**src/rtl/serial_subtractor.sv**
```systemverilog
// Bit-serial N-bit subtractor: one full-subtractor slice reused over N cycles, LSB first,
// with the running borrow held in a flip-flop. diff/borrow update only on completion.
module serial_subtractor #(
    parameter int N = 2
) (
    input  logic         clk,
    input  logic         rst_n,
    input  logic         start,
    input  logic [N-1:0] a,
    input  logic [N-1:0] b,
    output logic         busy,
    output logic         done,
    output logic [N-1:0] diff,
    output logic         borrow,
    output logic         bit_out,
    output logic [1:0]   state_dbg
);
    localparam int CW = (N > 1) ? $clog2(N) : 1;
    localparam logic [CW-1:0] LAST = CW'(N - 1);

    typedef enum logic [1:0] {
        IDLE = 2'd0,
        RUN  = 2'd1,
        DONE = 2'd2
    } state_t;

    // Handshake: start is sampled only in IDLE; a and b are captured on that same edge.
    // start during RUN or DONE is dropped, not queued.
    state_t        state_q, state_d;
    logic [N-1:0]  a_sh_q, a_sh_d;
    logic [N-1:0]  b_sh_q, b_sh_d;
    logic [N-1:0]  res_q, res_d;
    logic [N-1:0]  diff_q, diff_d;
    logic          bflop_q, bflop_d;
    logic          borrow_q, borrow_d;
    logic [CW-1:0] cnt_q, cnt_d;

    logic          x, y, c, d, bo;
    logic [N-1:0]  res_shift;

    always_comb begin
        x  = a_sh_q[0];
        y  = b_sh_q[0];
        c  = bflop_q;
        d  = x ^ y ^ c;
        bo = (~x & y) | (~(x ^ y) & c);
        // New bit enters from the MSB side so the first computed bit ends up in bit 0.
        res_shift = (res_q >> 1) | (N'(d) << (N - 1));
    end

    always_comb begin
        state_d  = state_q;
        a_sh_d   = a_sh_q;
        b_sh_d   = b_sh_q;
        res_d    = res_q;
        diff_d   = diff_q;
        bflop_d  = bflop_q;
        borrow_d = borrow_q;
        cnt_d    = cnt_q;
        case (state_q)
            IDLE: begin
                if (start) begin
                    a_sh_d  = a;
                    b_sh_d  = b;
                    bflop_d = 1'b0;
                    cnt_d   = '0;
                    state_d = RUN;
                end
            end
            RUN: begin
                a_sh_d  = a_sh_q >> 1;
                b_sh_d  = b_sh_q >> 1;
                bflop_d = bo;
                res_d   = res_shift;
                cnt_d   = cnt_q + CW'(1);
                if (cnt_q == LAST) begin
                    diff_d   = res_shift;
                    borrow_d = bo;
                    state_d  = DONE;
                end
            end
            DONE: state_d = IDLE;
            default: state_d = IDLE;
        endcase
    end

    always_ff @(posedge clk or negedge rst_n) begin
        if (!rst_n) begin
            state_q  <= IDLE;
            a_sh_q   <= '0;
            b_sh_q   <= '0;
            res_q    <= '0;
            diff_q   <= '0;
            bflop_q  <= 1'b0;
            borrow_q <= 1'b0;
            cnt_q    <= '0;
        end else begin
            state_q  <= state_d;
            a_sh_q   <= a_sh_d;
            b_sh_q   <= b_sh_d;
            res_q    <= res_d;
            diff_q   <= diff_d;
            bflop_q  <= bflop_d;
            borrow_q <= borrow_d;
            cnt_q    <= cnt_d;
        end
    end

    assign busy      = (state_q == RUN);
    assign done      = (state_q == DONE);
    assign bit_out   = busy & d;
    assign diff      = diff_q;
    assign borrow    = borrow_q;
    assign state_dbg = state_q;
endmodule

```
**config.mk**
```make
export PLATFORM = sky130hd
export DESIGN_NAME = serial_subtractor
export DESIGN_NICKNAME = d
export VERILOG_FILES = /design/src/rtl/serial_subtractor.sv
export SDC_FILE = /design/constraint.sdc
export NUM_CORES = 1
export LEC_CHECK = 0
export BUFFER_PORTS_ARGS = -buffer_cell sky130_fd_sc_hd__buf_4
export CAP_MARGIN = 20
export CORE_AREA = 4 4 41 43
export DETAILED_ROUTE_END_ITERATION = 6
export DIE_AREA = 0 0 45 47
export PLACE_DENSITY = 0.7
export SETUP_SLACK_MARGIN = 0.5
export SYNTH_ARGS = -nofsm -noshare
export SYNTH_HDL_FRONTEND = slang
export SYNTH_SLANG_ARGS = --single-unit
```
**constraint.sdc**
```tcl
create_clock -name clk -period 1.34 [get_ports clk]
set_clock_uncertainty 0.05 [all_clocks]
set_input_delay 0 -clock clk [delete_from_list [all_inputs] [get_ports clk]]
set_output_delay 0 -clock clk [all_outputs]
set_load 0.005 [all_outputs]
```
==> flow_summary.yaml, run 1 <==
sta:
  finalMaxSlewViolations: 0
  rsz0062_at_grt: "yes"
  finalCriticalPeriod_ns: 1.55
  finalHoldViolCount: 0
  worst_slew_pin_slew_ns: 0.223
  relSlewSlack_pct: 85.1
  setup_viol: 3
  fin_ws_ns: -0.207
  fin_crit_sh_pct: 115
  fmaxAchievable_mhz: 646
finish:
  finish.net_count: 91
  synthToLayoutAreaGrowth_pct: 76.3
  final_cells: 97
  num_antenna_cells: 0
  fill_cells: 84
  drive_gt1_share_pct: 62.2
  final_area_sq_um: 951
clock_tree:
  clock_latency_ns: 0.29
  cts_tree: "done"
  path_clk_slew_ns: 0.08
  cts_root_buffer: "clkbuf_4"
  cts_max_level: 1
  cts_max_path_buffers: 2
  cts.sinks: 12
  cts_buffers: 3
floorplanning:
  io_pins: 15
  die-area_sq_mm: 0.00212
  start_util_pct: 41.4
  coreArea_sq_mm: 0.00130
  rows: 13
  die_w_microns: 45
  die_y_microns: 47
synth:
  synth_edf_count: 0
  syn_area_sq_um: 539
  ys_warn_count: 0
  yosysUniqueCellTypes: 21
  synth_compound_area_share_pct: 13.5
  synth_top_area_cell: "dfrtp_1"
  synth_most_common_cell: "dfrtp_1"
  yosys.area.top_type_share_pct: 55.7
  synth_mux_area_share_pct: 6.03
  synthFlopType: "dfrtp_1"
  synthSimpleGateAreaFrac_pct: 14.6
  syn_area_per_cell_sq_um: 11.0
  synth_xor_area_share_pct: 0
  synth_top_family_by_area: "simple AND/OR/NAND/NOR gates"
  yosysSeqAreaShare_pct: 55.7
  synth_fp_nets: 57
  synth_fa_ha_area_share_pct: 3.71
  synth_area_leaders: "dfrtp_1, o21ai_0, mux2_2"
  async_reset_ff_share_pct: 100
  synth_common_cells: "dfrtp_1, o21ai_0, inv_1, nand2_1, nor2_1"
  netlist_instances: 49
  synth_seq_cells: 12
job:
  timing.max_cap.violations: 0
routing:
  wl_microns: 1590
  drt-initial-drc-count: 11
  wl_per_cell_microns: 16.4
  drc: 0
  firstDrtPassIters: 5
  viasPerCell: 5.36
  num_vias: 520
  drtAntennaViolNets: 0
placed_design:
  place_inst: 80
  port_buffers: 14
  placed_cell_area_sq_um: 704
  post-dp-hpwl_microns: 826
  gp_congestion: 0.726
setup_path:
  crit_arrival_ns: 1.50
  crit_chain: "fa_2 > and2_4 > buf_6"
  reg2regPathDepth: 4
  crit_required_ns: 1.29
  path_class: "flip-flop to output pin"
  path_buf_inv: 1
  timing.rr.end: "res_q[1]$_DFFE_PN0P_"
  r2r-start: "b_sh_q[0]$_DFFE_PN0P_"
  cp_top_family: "adder cells"
  start_kind: "flip-flop"
  cp_slowest_cell: "fa_2"
  crit_fanout: 2
  max_stage_delay_ns: 0.56
  worstSetupEndpointType: "output pin"
  regToRegSetupSlack_ns: -0.03
global_route:
  grt_pass1_wl_microns: 2490
  first_global_vias: 561
  grt_max_degree: 13
  grt_overflow_total: 0
  antenna_found_initial: 0
  grt_use_total_pct: 17.8
outcome:
  status: "finished with violations"
  violations: "setup timing"
pwr:
  p_sw_share_pct: 35.4
  switchingPower_mw: 0.870
  powerDensity_mw_per_mm2: 2580
  p_leak_nw: 0.465
  combPwrFrac_pct: 59.3
  irDropWorstVdd_mv: 1.20
  internal_power_mw: 1.58
  p_clk_share_pct: 12.3
  sequentialPowerShare_pct: 28.4
worst_hold_path:
  min_path_type: "input pin to asynchronous set/reset pin"
==> timing repair <==
item                                   4_1_cts  5_1_grt
endpoints found under the hold margin       15        0
pin swaps                                    7        2
hold buffers                                 4        0
setup buffers                                7        1
gates cloned                                 1        0
setup endpoints to repair                   20       20
gates resized for setup                     22        7
==> metal layers <==
| layer | track usage, % | share of wire [%] | vias up |
|---|---|---|---|
| met5 | 0 | 0 | - |
| met3 | 3.83 | 5.3 | 7 |
| li1 | - | - | 232 |
| met4 | 15.2 | 3.6 | 0 |
| met1 | 20.0 | 38 | 261 |
| met2 | 28.8 | 53 | 20 |
==> registers in the layout (all words and copies together), names as in the netlist <==
register / flops
diff: 2
a_sh_q: 2
res_q: 1
state_dbg: 2
borrow: 1
b_sh_q: 2
cnt_q: 1
bflop_q: 1
==> cell families (layout without fill, tap and decap cells) <==
logic type	after synthesis	count (layout)
AND/OR/NAND/NOR	14	14
AO/OA/AOI/OAI	12	12
flip-flops	12	12
buffers and inverters	7	40
multiplexers	3	3
adder cells (fa/ha/maj)	1	1
==> layout make-up <==
cell class              count  area, sq um  share of cell area [%]
clock buffers               4         36.3                    3.82
flip-flops and latches     12          302                    31.7
well taps                  15         18.8                    1.97
repair buffers             31          293                    30.8
multi-input cells          30          283                    29.7
inverters                   5         18.8                    1.97
==> through the flow <==
stage | setup slack (ns) | power (mW) | hold slack (ns) | TNS (ns) | utilization (%)
after CTS | -0.186 | 2.30 | 0.0344 | -0.217 | 69.8
after detailed placement | 0.00539 | 1.60 | -0.204 | 0 | 54.1
after global placement | 0.0261 | 1.57 | -0.204 | 0 | 54.1
after floorplan | 0.0445 | 1.25 | -0.346 | 0 | -
final | -0.207 | 2.45 | 0.0267 | -0.242 | 73.1
after global routing | -0.240 | 2.61 | 0.0612 | -0.375 | 73.1
==> power groups by stage <==
stage | clock network [mW] | registers (mW) | logic, mW
2_1_floorplan | 0 | 0.638 | 0.607
3_3_place_gp | 0 | 0.652 | 0.913
3_5_place_dp | 0 | 0.657 | 0.941
4_1_cts | 0.295 | 0.681 | 1.33
5_1_grt | 0.312 | 0.714 | 1.59
6_report | 0.302 | 0.696 | 1.46
==> layout by cell type, fill, tap and decap left out <==
cell type and n:
nor4bb_4 1, nor2b_1 1, o221a_2 1, nor2_4 2, mux2i_1 1, dfrtp_2 1, mux2_2 1, nand2_2 1
o21ai_2 2, a21o_1 1, o22ai_2 1, clkbuf_4 3, or4b_4 1, clkbuf_8 1, o21ai_1 5, inv_2 3
dlygate4sd3_1 4, buf_6 12, and2_4 1, nor2b_4 1, buf_2 1, a22oi_2 1, inv_1 2, nor2_1 1
nand2_1 3, fa_2 1, dfrtp_1 11, buf_8 1, nand2b_4 1, a21oi_1 1, nand3b_1 1, buf_4 13
mux2_4 1
==> worst max-delay path by stage <==
| stage | start | endpoint | slack [ns] | cells past startpoint |
|---|---|---|---|---|
| 2_1_floorplan | bflop_q$_DFFE_PN0P_ | res_q[1]$_DFFE_PN0P_ | 0.04 | 4 |
| 3_3_place_gp | b_sh_q[0]$_DFFE_PN0P_ | res_q[1]$_DFFE_PN0P_ | 0.03 | 4 |
| 3_5_place_dp | bflop_q$_DFFE_PN0P_ | res_q[1]$_DFFE_PN0P_ | 0.005 | 4 |
| 4_1_cts | a_sh_q[0]$_DFFE_PN0P_ | bit_out | -0.19 | 3 |
| 5_1_grt | a_sh_q[0]$_DFFE_PN0P_ | bit_out | -0.24 | 3 |
| 6_report | a_sh_q[0]$_DFFE_PN0P_ | bit_out | -0.21 | 3 |
Note: power is estimated with default switching activity, not from simulation.
==> run 2: changes to the inputs <==
SKIP_CTS_REPAIR_TIMING = 1   (was unset)
==> flow_summary.yaml, run 2 (synthesis results as in run 1) <==
placed_design:
  gp_congestion: 0.726
  dpl_worst_slack_ns: 0.00539
  port_buffers: 14
  placed_cell_area_sq_um: 704
  post-dp-hpwl_microns: 826
pwr:
  switchingPower_mw: 0.776
  internal_power_mw: 1.51
  combPwrFrac_pct: 57.4
  p_leak_nw: 0.441
  p_total_mw: 2.28
  powerDensity_mw_per_mm2: 2550
  sequentialPowerShare_pct: 29.8
  p_clk_share_pct: 12.9
  irDropWorstVdd_mv: 1.34
  p_sw_share_pct: 33.9
sta:
  fin_crit_sh_pct: 115
  setup_viol: 3
  fin_ws_ns: -0.196
  fmaxAchievable_mhz: 651
  relSlewSlack_pct: 85.7
  rsz0062_at_grt: "yes"
  finalCriticalPeriod_ns: 1.54
  worst_slew_pin_slew_ns: 0.214
  finalHoldViolCount: 1
  finalMaxSlewViolations: 0
  fin_hold_ws_ns: -0.0178
global_route:
  grt_overflow_total: 0
  globalRouteMet2Util_pct: 21.8
  first_global_vias: 465
  antenna_found_initial: 0
  grtUsageMet3_pct: 3.83
  grt_pass1_wl_microns: 1990
  grt_use_total_pct: 14.2
  top_usage_layer: "met2"
  grt_max_degree: 13
  met1_usage_pct: 15.6
setup_path:
  crit_fanout: 2
  regToRegSetupSlack_ns: -0.17
  r2r-start: "bflop_q$_DFFE_PN0P_"
  reg2regPathDepth: 5
  path_class: "flip-flop to output pin"
  timing.rr.end: "res_q[1]$_DFFE_PN0P_"
  crit_arrival_ns: 1.49
  startpoint: "bflop_q$_DFFE_PN0P_"
  worstSetupEndpointType: "output pin"
  crit_required_ns: 1.29
  start_kind: "flip-flop"
  cp-endpoint: "bit_out"
finish:
  drive_gt1_share_pct: 56.4
  mostFrequentLayoutCell: "buf_4"
  finish.net_count: 87
  final_core_util_pct: 68.9
  synthToLayoutAreaGrowth_pct: 66.4
  num_antenna_cells: 0
  final_area_sq_um: 897
  layout_common_cells: "buf_4, dfrtp_1, buf_6"
routing:
  num_vias: 466
  viasPerCell: 5.01
  drc: 0
  drt-initial-drc-count: 1
  drtAntennaViolNets: 0
  wl_per_cell_microns: 13.8
  wl_microns: 1280
  firstDrtPassIters: 3
outcome:
  status: "finished with violations"
  violations: "hold timing, setup timing"
floorplanning:
  die_y_microns: 47
  io_pins: 15
  die_w_microns: 45
  start_util_pct: 41.4
  coreArea_sq_mm: 0.00130
  rows: 13
  die-area_sq_mm: 0.00212
clock_tree:
  clock_latency_ns: 0.28
  cts_max_path_buffers: 2
  cts_root_buffer: "clkbuf_4"
  cts_tree: "done"
  cts_buffers: 3
  path_clk_slew_ns: 0.08
  cts.sinks: 12
  cts_max_level: 1
job:
  timing.max_cap.violations: 0
worst_hold_path:
  min_path_type: "input pin to flip-flop"
## run 2: changes by cell type in the layout (fill, tap and decap cells not counted), sizes merged
cell	previous run	this run
dlygate4sd3	4	3
buf	27	24
## run 2: layout make-up
class / instances / area, sq um
clock buffer: 4 / 36.3
fill: 94 / 404
inverter: 5 / 18.8
multi-input combinational: 30 / 263
sequential: 12 / 302
tap: 15 / 18.8
timing repair buffer: 27 / 259
## run 2: power groups by stage
stage | Combinational (mW) | Sequential (mW) | Clock, mW
after CTS | 0.946 | 0.650 | 0.295
after detailed placement | 0.941 | 0.657 | 0
final | 1.31 | 0.680 | 0.294
after floorplan | 0.607 | 0.638 | 0
after global routing | 1.44 | 0.702 | 0.309
after global placement | 0.913 | 0.652 | 0
## run 2: routing by layer
metal / part of all wire (%) / up-vias
met5: 0 / -
li1: - / 227
met4: 3.8 / 0
met3: 3.5 / 4
met1: 46 / 224
met2: 46 / 11
## run 2: how the worst min path moves through the flow
stage,from,end,slack (ns),cells past startpoint
after floorplan,rst_n,a_sh_q[0]$_DFFE_PN0P_,-0.35,0
after global placement,rst_n,state_dbg[0]$_DFFE_PN0P_,-0.20,1
after detailed placement,rst_n,state_dbg[0]$_DFFE_PN0P_,-0.20,1
after CTS,rst_n,state_dbg[0]$_DFFE_PN0P_,-0.51,1
after global routing,start,state_dbg[0]$_DFFE_PN0P_,0.007,3
final,start,state_dbg[0]$_DFFE_PN0P_,-0.02,3
## run 2: stage by stage
stage / hold slack, ns / instances / setup TNS, ns
6_report: -0.0178 / 93 / -0.366
3_3_place_gp: -0.204 / 80 / 0
3_5_place_dp: -0.204 / 80 / 0
2_1_floorplan: -0.346 / 49 / 0
4_1_cts: -0.506 / 84 / -0.231
5_1_grt: 0.00695 / 93 / -0.476
## run 2: worst max-delay path, stage by stage, from the launching register on
cell and delay, ns:
dfrtp_1 0.33, inv_1 0.07, fa_2 0.58, and2_4 0.15, buf_6 0.08
==> run 3: changes to the inputs <==
BUFFER_PORTS_ARGS = unset   (was -buffer_cell sky130_fd_sc_hd__buf_4)
DONT_BUFFER_PORTS = 1   (was unset)
PLACE_DENSITY = 0.6   (was 0.7)
==> flow_summary.yaml, run 3 (synthesis results as in run 1) <==
outcome:
  status: "finished with violations"
  violations: "hold timing, setup timing"
routing:
  viasPerCell: 5.12
  drtAntennaViolNets: 0
  wl_microns: 1160
  drt-initial-drc-count: 8
  drc: 0
  wl_per_cell_microns: 14.1
  firstDrtPassIters: 3
  num_vias: 420
sta:
  fin_hold_ws_ns: -0.0324
  rsz0062_at_grt: "yes"
  fmaxAchievable_mhz: 658
  fin_crit_sh_pct: 113
  setup_viol: 2
  finalCriticalPeriod_ns: 1.52
  finalHoldViolCount: 2
  relSlewSlack_pct: 64.0
  fin_ws_ns: -0.179
  worst_slew_pin_slew_ns: 0.538
  finalMaxSlewViolations: 0
placed_design:
  placed_cell_area_sq_um: 622
  place_inst: 69
  post-dp-hpwl_microns: 828
  gp_congestion: 0.749
  dpl_worst_slack_ns: 0.00793
  port_buffers: 0
floorplanning:
  die_w_microns: 45
  die-area_sq_mm: 0.00212
  rows: 13
  die_y_microns: 47
  io_pins: 15
  start_util_pct: 41.4
  coreArea_sq_mm: 0.00130
finish:
  mostFrequentLayoutCell: "dfrtp_1"
  finish.net_count: 76
  fill_cells: 107
  final_area_sq_um: 805
  layout_common_cells: "dfrtp_1, buf_6, o21ai_1"
  synthToLayoutAreaGrowth_pct: 49.2
  num_antenna_cells: 0
  drive_gt1_share_pct: 52.2
  final_cells: 82
  seqCellArea_sq_um: 303
  multi_input_area_sq_um: 268
global_route:
  first_global_vias: 415
  grt_max_degree: 13
  grt_pass1_wl_microns: 1840
  grt_use_total_pct: 12.8
  antenna_found_initial: 0
  grt_overflow_total: 0
clock_tree:
  cts_root_buffer: "clkbuf_4"
  path_clk_slew_ns: 0.09
  cts_max_path_buffers: 2
  cts.sinks: 12
  cts_tree: "done"
  cts_max_level: 1
  clock_latency_ns: 0.28
  cts_buffers: 3
setup_path:
  crit_fanout: 2
  crit_arrival_ns: 1.47
  cp_slowest_cell: "fa_2"
  worstSetupEndpointType: "output pin"
  crit_required_ns: 1.29
  path_class: "flip-flop to output pin"
  start_kind: "flip-flop"
  path_buf_inv: 1
  max_stage_delay_ns: 0.55
  cp_top_family: "adder cells"
  crit_chain: "fa_2 > and2_4 > buf_6"
pwr:
  p_total_mw: 2.10
  irDropWorstVdd_mv: 1.11
  powerDensity_mw_per_mm2: 2610
  p_leak_nw: 0.379
job:
  timing.max_cap.violations: 0
worst_hold_path:
  min_path_type: "input pin to flip-flop"
## run 3: per-layer routing
layer | up-vias | track usage, % | wire (microns)
met4 | 0 | 7.02 | 22
met1 | 201 | 14.8 | 462
met2 | 14 | 18.9 | 575
met3 | 2 | 6.90 | 100
met5 | - | 0 | 0
li1 | 203 | - | -
## run 3: worst paths after layout
check | startpoint | to | slack (ns) | depth (start not counted)
hold / removal | b[0] | b_sh_q[0]$_DFFE_PN0P_ | -0.03 | 2
max in group asynchronous | rst_n | state_dbg[0]$_DFFE_PN0P_ | 0.76 | 1
setup reg to reg | b_sh_q[0]$_DFFE_PN0P_ | res_q[1]$_DFFE_PN0P_ | 0 | 4
setup / recovery | a_sh_q[0]$_DFFE_PN0P_ | bit_out | -0.18 | 3
min in group asynchronous | rst_n | res_q[1]$_DFFE_PN0P_ | 0.08 | 1
hold reg to reg | res_q[1]$_DFFE_PN0P_ | res_q[1]$_DFFE_PN0P_ | 0.45 | 1
## run 3: metrics by stage
stage          setup TNS, ns  utilization, %
3_3_place_gp               0            47.8
4_1_cts               -0.219            50.6
3_5_place_dp               0            47.8
6_report              -0.182            61.8
2_1_floorplan              0               -
5_1_grt               -0.294            61.8
## run 3: final cells by class
| type | instances | share of cell area (%) |
|---|---|---|
| clock buffer | 4 | 4.51 |
| inverter | 5 | 2.33 |
| multi-input combinational | 30 | 33.3 |
| sequential | 12 | 37.6 |
| tap | 15 | 2.33 |
| timing repair buffer | 16 | 19.9 |
## run 3: power breakdown
| group | internal (mW) | leakage (nW) | total, mW | switching, mW |
|---|---|---|---|---|
| combinational | 0.656 | 0.211 | 1.08 | 0.428 |
| clock | 0.165 | 0.0210 | 0.297 | 0.131 |
| sequential | 0.541 | 0.148 | 0.721 | 0.180 |
